===== src/rtl/lsu_pkg.sv =====
// Shared LSU definitions: scheduler FSM states and the wrapping tag-age test
// used by the load scheduler, load queue and store-queue searcher.
package lsu_pkg;

  typedef enum logic {
    IDLE = 1'b0,
    REQ  = 1'b1
  } lsu_state_e;

  // True when tag a is the same age as or younger than tag b in a w-bit
  // wrapping tag space: the w-bit difference a-b, read as signed, is >= 0.
  // Operands are zero-extended to 32 bits; the difference is shifted so its
  // w-bit sign lands in bit 31.
  function automatic logic tag_younger_eq(input logic [31:0] a,
                                          input logic [31:0] b,
                                          input int unsigned w);
    logic [31:0] d;
    d = (a - b) << (32 - w);
    return ~d[31];
  endfunction

endpackage


===== src/rtl/ldq_load_scheduler_oldest_ready_picker.sv =====
// Priority encoder over the head-relative eligibility vector: bit 0 is the
// oldest entry, so the lowest set bit wins.
module oldest_ready_picker #(
  parameter int N  = 8,
  parameter int KW = $clog2(N)
) (
  input  logic [N-1:0]  elig,
  output logic          found,
  output logic [KW-1:0] offset
);

  // Scan from youngest to oldest so the oldest eligible offset is written last
  always_comb begin
    found  = |elig;
    offset = '0;
    for (int k = N - 1; k >= 0; k--) begin
      if (elig[k]) offset = KW'(k);
    end
  end

endmodule


===== src/rtl/ldq_load_scheduler.sv =====
// Load scheduler: issues the oldest ready load-queue entry to data memory
// over a valid/ready handshake, reports each issue back to the LDQ, masks
// re-issue of an entry until its executed bit lands, and cancels requests
// killed by a ROB flush.
// Optional: define LDQ_SCHED_PERF_CNT_EN to add saturating issue/stall counters.
module ldq_load_scheduler
  import lsu_pkg::*;
#(
  parameter int XLEN          = 32,
  parameter int ROB_TAG_WIDTH = 5,
  parameter int LDQ_SIZE      = 8,
  parameter int LDQ_TAG_WIDTH = 4
) (
  input  logic                              clk,
  input  logic                              reset,
  input  logic [LDQ_SIZE-1:0]               ldq_rotated_valid,
  input  logic [LDQ_SIZE-1:0]               ldq_rotated_address_valid,
  input  logic [LDQ_SIZE-1:0]               ldq_rotated_sleeping,
  input  logic [LDQ_SIZE-1:0]               ldq_rotated_executed,
  input  logic [LDQ_SIZE*XLEN-1:0]          ldq_address,
  input  logic [LDQ_SIZE*ROB_TAG_WIDTH-1:0] ldq_rob_tag,
  input  logic [LDQ_TAG_WIDTH-1:0]          head,
  input  logic                              flush,
  input  logic [ROB_TAG_WIDTH-1:0]          flush_rob_tag,
  output logic                              mem_req_valid,
  input  logic                              mem_req_ready,
  output logic [XLEN-1:0]                   mem_req_address,
  output logic [ROB_TAG_WIDTH-1:0]          mem_req_rob_tag,
  output logic                              load_fired,
  output logic [LDQ_TAG_WIDTH-1:0]          load_fired_tag
`ifdef LDQ_SCHED_PERF_CNT_EN
  ,
  output logic [31:0]                       perf_issued,
  output logic [31:0]                       perf_stall
`endif
);

  localparam int IDXW = $clog2(LDQ_SIZE);

  lsu_state_e                 state_q, state_d;
  logic [LDQ_SIZE-1:0]        block_q, block_rot, elig;
  logic                       found;
  logic [IDXW-1:0]            k;
  logic [LDQ_TAG_WIDTH-1:0]   pick_tag, tag_q, fired_tag_q;
  logic [IDXW-1:0]            pick_idx;
  logic [XLEN-1:0]            addr_q;
  logic [ROB_TAG_WIDTH-1:0]   rob_q;
  logic                       fired_q, kill, fire, latch;

  // Block mask is kept by physical index; rotate it into head-relative order
  always_comb begin
    block_rot = '0;
    for (int i = 0; i < LDQ_SIZE; i++) begin
      block_rot[i] = block_q[IDXW'(head[IDXW-1:0] + IDXW'(i))];
    end
  end

  assign elig = ldq_rotated_valid & ldq_rotated_address_valid &
                ~ldq_rotated_sleeping & ~ldq_rotated_executed & ~block_rot;

  oldest_ready_picker #(.N(LDQ_SIZE), .KW(IDXW)) u_picker (
    .elig   (elig),
    .found  (found),
    .offset (k)
  );

  // Tag arithmetic wraps in LDQ_TAG_WIDTH; low bits give the physical slot
  assign pick_tag = head + LDQ_TAG_WIDTH'(k);
  assign pick_idx = pick_tag[IDXW-1:0];

  // FSM state register
  always_ff @(posedge clk or negedge reset) begin
    if (!reset) state_q <= IDLE;
    else        state_q <= state_d;
  end

  // FSM next state: select in IDLE, hold REQ until handshake or flush kill
  always_comb begin
    state_d = state_q;
    case (state_q)
      IDLE:    if (found && !flush) state_d = REQ;
      REQ:     if (kill || mem_req_ready) state_d = IDLE;
      default: state_d = IDLE;
    endcase
  end

  // FSM outputs: request is live exactly while in REQ; payload reads 0 otherwise
  always_comb begin
    mem_req_valid   = (state_q == REQ);
    kill            = mem_req_valid && flush &&
                      tag_younger_eq(32'(rob_q), 32'(flush_rob_tag), ROB_TAG_WIDTH);
    fire            = mem_req_valid && mem_req_ready && !kill;
    latch           = (state_q == IDLE) && found && !flush;
    mem_req_address = mem_req_valid ? addr_q : '0;
    mem_req_rob_tag = mem_req_valid ? rob_q  : '0;
  end

  // Request payload latch, issue pulse and one-cycle block of the issued slot
  always_ff @(posedge clk or negedge reset) begin
    if (!reset) begin
      tag_q       <= '0;
      addr_q      <= '0;
      rob_q       <= '0;
      fired_q     <= 1'b0;
      fired_tag_q <= '0;
      block_q     <= '0;
    end else begin
      if (latch) begin
        tag_q  <= pick_tag;
        addr_q <= ldq_address[pick_idx*XLEN +: XLEN];
        rob_q  <= ldq_rob_tag[pick_idx*ROB_TAG_WIDTH +: ROB_TAG_WIDTH];
      end
      fired_q     <= fire;
      fired_tag_q <= fire ? tag_q : '0;
      block_q     <= '0;
      if (fire) block_q[tag_q[IDXW-1:0]] <= 1'b1;
    end
  end

  assign load_fired     = fired_q;
  assign load_fired_tag = fired_tag_q;

`ifdef LDQ_SCHED_PERF_CNT_EN
  // Saturating counters of completed issues and back-pressured REQ cycles
  always_ff @(posedge clk or negedge reset) begin
    if (!reset) begin
      perf_issued <= '0;
      perf_stall  <= '0;
    end else begin
      if (fire && !(&perf_issued)) perf_issued <= perf_issued + 32'd1;
      if (mem_req_valid && !mem_req_ready && !(&perf_stall))
        perf_stall <= perf_stall + 32'd1;
    end
  end
`endif

endmodule


===== config.mk =====
export PLATFORM = sky130hd
export DESIGN_NAME = ldq_load_scheduler
export DESIGN_NICKNAME = d
export VERILOG_FILES = /design/src/rtl/lsu_pkg.sv /design/src/rtl/ldq_load_scheduler_oldest_ready_picker.sv /design/src/rtl/ldq_load_scheduler.sv
export SDC_FILE = /design/constraint.sdc
export NUM_CORES = 1
export LEC_CHECK = 0
export ABC_AREA = 1
export CAP_MARGIN = 10
export CORE_AREA = 4 4 148 150
export CTS_CLUSTER_DIAMETER = 80
export CTS_CLUSTER_SIZE = 20
export DETAILED_ROUTE_END_ITERATION = 10
export DIE_AREA = 0 0 152 154
export DONT_BUFFER_PORTS = 1
export PLACE_DENSITY = 0.53
export SETUP_SLACK_MARGIN = 0.4
export SLEW_MARGIN = 20
export SYNTH_ARGS = -nofsm -noshare
export SYNTH_HDL_FRONTEND = slang
export SYNTH_SLANG_ARGS = --single-unit

===== constraint.sdc =====
create_clock -name clk -period 3.69 [get_ports clk]
set_input_delay 0.738 -clock clk [delete_from_list [all_inputs] [get_ports clk]]
set_output_delay 0.738 -clock clk [all_outputs]
set_load 0.01 [all_outputs]

==> flow_summary.json, run 1 <==
{
  "outcome": "complete, no violations",
  "grt_usage_pct": 17.4,
  "clk_pin_slew_ps": 80,
  "synth_nets": 1243,
  "cpLargestDelayFamily": "adder cells",
  "vdd.ir_drop.worst_mv": 0.196,
  "criticalPathCategory": "input pin to flop",
  "synth_top_area_share_pct": 24.5,
  "reg2reg_from": "block_q[6]$_DFF_PN0_",
  "drc": 0,
  "post-place-ws_ps": 2.58,
  "drtAntennaViolNets": 0,
  "end_kind": "flop",
  "cp-start-kind": "input pin",
  "power_density_nw_per_um2": 532,
  "dpl_cell_area_um2": 6060,
  "die_h_um": 154,
  "dieArea_um2": 23400,
  "final-instance-count-excl-fill": 1150,
  "use_met1_pct": 22.1,
  "dr.pass1.iters": 5,
  "cts.path.max_buffers": 2,
  "std_cell_rows": 53,
  "port_buffers": 0,
  "clock_skew_ps": 8.35,
  "grt_start_max_net_pins": 67,
  "crit_cells": 21,
  "setup_slack_ps": 377,
  "gp_congestion": 0.857,
  "core-area_um2": 20700,
  "layout-drive-gt1-share_pct": 13.6,
  "p_leak_nw": 3.02,
  "route.vias.total": 6292,
  "rsz0062_at_grt": "true",
  "first_global_vias": 5992,
  "synthCells": 893,
  "wl_per_cell_um": 19.9,
  "ctsHoldBuffers": 0,
  "dp_hpwl_um": 17000,
  "final_cell_mix": "271 x nand2_1, 90 x nor2_1, 75 x o21ai_0",
  "worstMarginPinSlew_ps": 911,
  "arrival_ps": 3550,
  "yosys.area.top_type": "dfrtp_1",
  "setup_violations": 0,
  "synth.distinct_cells": 30,
  "final_common_cell": "nand2_1",
  "start_util_pct": 27.2,
  "finalMaxSlewViolations": 0,
  "fin_tns_setup_ps": 0,
  "grt_pass1_wl_um": 33000,
  "antenna_found_initial": 3,
  "syn_area_per_cell_um2": 6.30,
  "yosys-top-cells-area": "dfrtp_1 24%, nand2_1 18%, o21ai_0 7.5%, a32o_1 6.6%, nor2_1 6.1%",
  "grt_util_met3_pct": 3.94,
  "cts_tree": "done",
  "cts_root_buf": "clkbuf_16",
  "crit_chain": "inv_12 > ha_4 > inv_4 > nand3_2 > nand2_1 > nor2_2 > nor2_2 > nand2_1 > nand2_1 > nand2_1 > nand2_1 > nand2_1 > a21oi_2 > ha_4 > fa_2 > inv_8 > clkbuf_16 > clkbuf_16 > a32o_1 > o21a_1 > o21ai_2",
  "fmaxAchievable_mhz": 302,
  "dp.cells": 1128,
  "endpoint": "addr_q[7]$_DFFE_PN0P_",
  "finish.utilization_pct": 31.8,
  "yosysSeqAreaShare_pct": 24.5,
  "io_pins": 384,
  "area_delta_synth_final_pct": 16.9,
  "finalHoldViolCount": 0,
  "die_w_um": 152,
  "clock_latency_ps": 310,
  "routed_wl_um": 22900,
  "layout_min_cycle_time_ps": 3310,
  "synth_area_um2": 5620,
  "grt_busiest_layer": "met2",
  "synth.ff_latch_count": 55,
  "slowest_delay_ps": 680,
  "r2r_cells": 18,
  "slew_headroom_pct": 39.2,
  "crit_top_cell": "nand2_1",
  "crit_start": "head[0]",
  "hold_class": "input pin to asynchronous set/reset pin",
  "numCtsBuffers": 5,
  "final_cell_area_um2": 6570,
  "drv_cap": 0,
  "avgViaCountPerCell": 5.47,
  "cts_sinks": 55,
  "h-tree-depth": 2,
  "cp_slowest_cell": "fa_2",
  "synth.yosys.warnings": 0,
  "critPathRequiredTime_ps": 3930,
  "globalRouteOverflowTotal": 0,
  "min_period_over_period_pct": 89.8,
  "drt_iter0_drc": 618,
  "reg2reg_to": "addr_q[7]$_DFFE_PN0P_",
  "ff2ff_setup_slack_ps": 620,
  "grtUsageMet2_pct": 29.7,
  "fin_nets": 1222,
  "path_buf_inv": 5,
  "path_max_fanout": 11
}
-- routing by layer --
| layer | wire length, um | share of wire [%] | vias up |
|---|---|---|---|
| met3 | 1690 | 7.4 | 34 |
| met2 | 11100 | 48 | 318 |
| li1 | - | - | 2969 |
| met4 | 504 | 2.2 | 2 |
| met1 | 9660 | 42 | 2969 |
| met5 | 8 | 0.035 | - |
-- metrics by stage --
stage / total power [W] / hold slack, ps
final: 0.00350 / 119
after global routing: 0.00380 / 99.5
after CTS: 0.00338 / 98.5
after detailed placement: 0.00272 / 444
after global placement: 0.00269 / 445
after floorplan: 0.00231 / 442
-- report_power, final --
group	internal (W)	switching, W	total [W]
combinational	0.000795	0.00104	0.00183
sequential	0.000839	0.000191	0.00103
clock	0.000390	0.000250	0.000640
total	0.00202	0.00148	0.00350
-- synthesized netlist by cell type, drive strengths merged --
cell,instances
a21oi,41
a31oi,1
a32o,37
buf,27
clkbuf,45
dfrtp,55
fa,1
ha,8
inv,58
nand2,274
nand3,45
nand3b,1
nand4,1
nor2,93
nor3,9
o21a,37
o21ai,118
o22ai,37
xnor2,4
xor2,1
-- sequential cells by signal (all words and copies together) (netlist names) --
signal and count:
load_fired 1, addr_q 32, tag_q 4, rob_q 5, block_q 8, load_fired_tag 4, mem_req_valid 1
-- how the worst min path moves through the flow --
stage                     startpoint                     end  slack (ps)  depth (start not counted)
after floorplan                reset   addr_q[0]$_DFFE_PN0P_         440                          0
after detailed placement       reset  addr_q[14]$_DFFE_PN0P_         440                          0
after CTS                      reset   addr_q[6]$_DFFE_PN0P_         100                          0
final                          reset   addr_q[6]$_DFFE_PN0P_         120                          0
after global placement         reset   addr_q[6]$_DFFE_PN0P_         440                          0
after global routing           reset   addr_q[6]$_DFFE_PN0P_         100                          0
-- cells by family after synthesis --
kind of cell / after synthesis / share of synthesized area [%]
xor gates and xnor gates: 5 / 0.912
DFF: 55 / 24.5
buffers and inverters: 130 / 10.5
adders and majority gates: 9 / 2.14
AOI/OAI and AO/OA: 271 / 32.2
and+or+nand+nor: 423 / 29.8
-- repair_timing --
action | 4_1_cts | 5_1_grt
resized for setup | 1 | 32
endpoints found under the setup margin | 19 | 37
pin swaps | 0 | 21
setup buffers | 0 | 3
gates cloned | 0 | 9
-- final cells by class --
type	count	area, um^2
clock buffer	5	125
multi-input combinational	708	3770
tap	275	344
fill	2322	14100
sequential	55	1380
clock inverter	3	67.6
inverter	58	248
antenna	2	5.00
timing repair buffer	44	638
(Power assumes the default switching activity.)
==> inputs of run 2 (changes only) <==
--- a/config.mk
+++ b/config.mk
@@ -15,7 +15,6 @@
 export DONT_BUFFER_PORTS = 1
 export PLACE_DENSITY = 0.53
 export SETUP_SLACK_MARGIN = 0.4
-export SLEW_MARGIN = 20
 export SYNTH_ARGS = -nofsm -noshare
 export SYNTH_HDL_FRONTEND = slang
 export SYNTH_SLANG_ARGS = --single-unit
==> results of run 2 <==
Same layout as run 1: the final DEF is identical, and so are final timing and power.
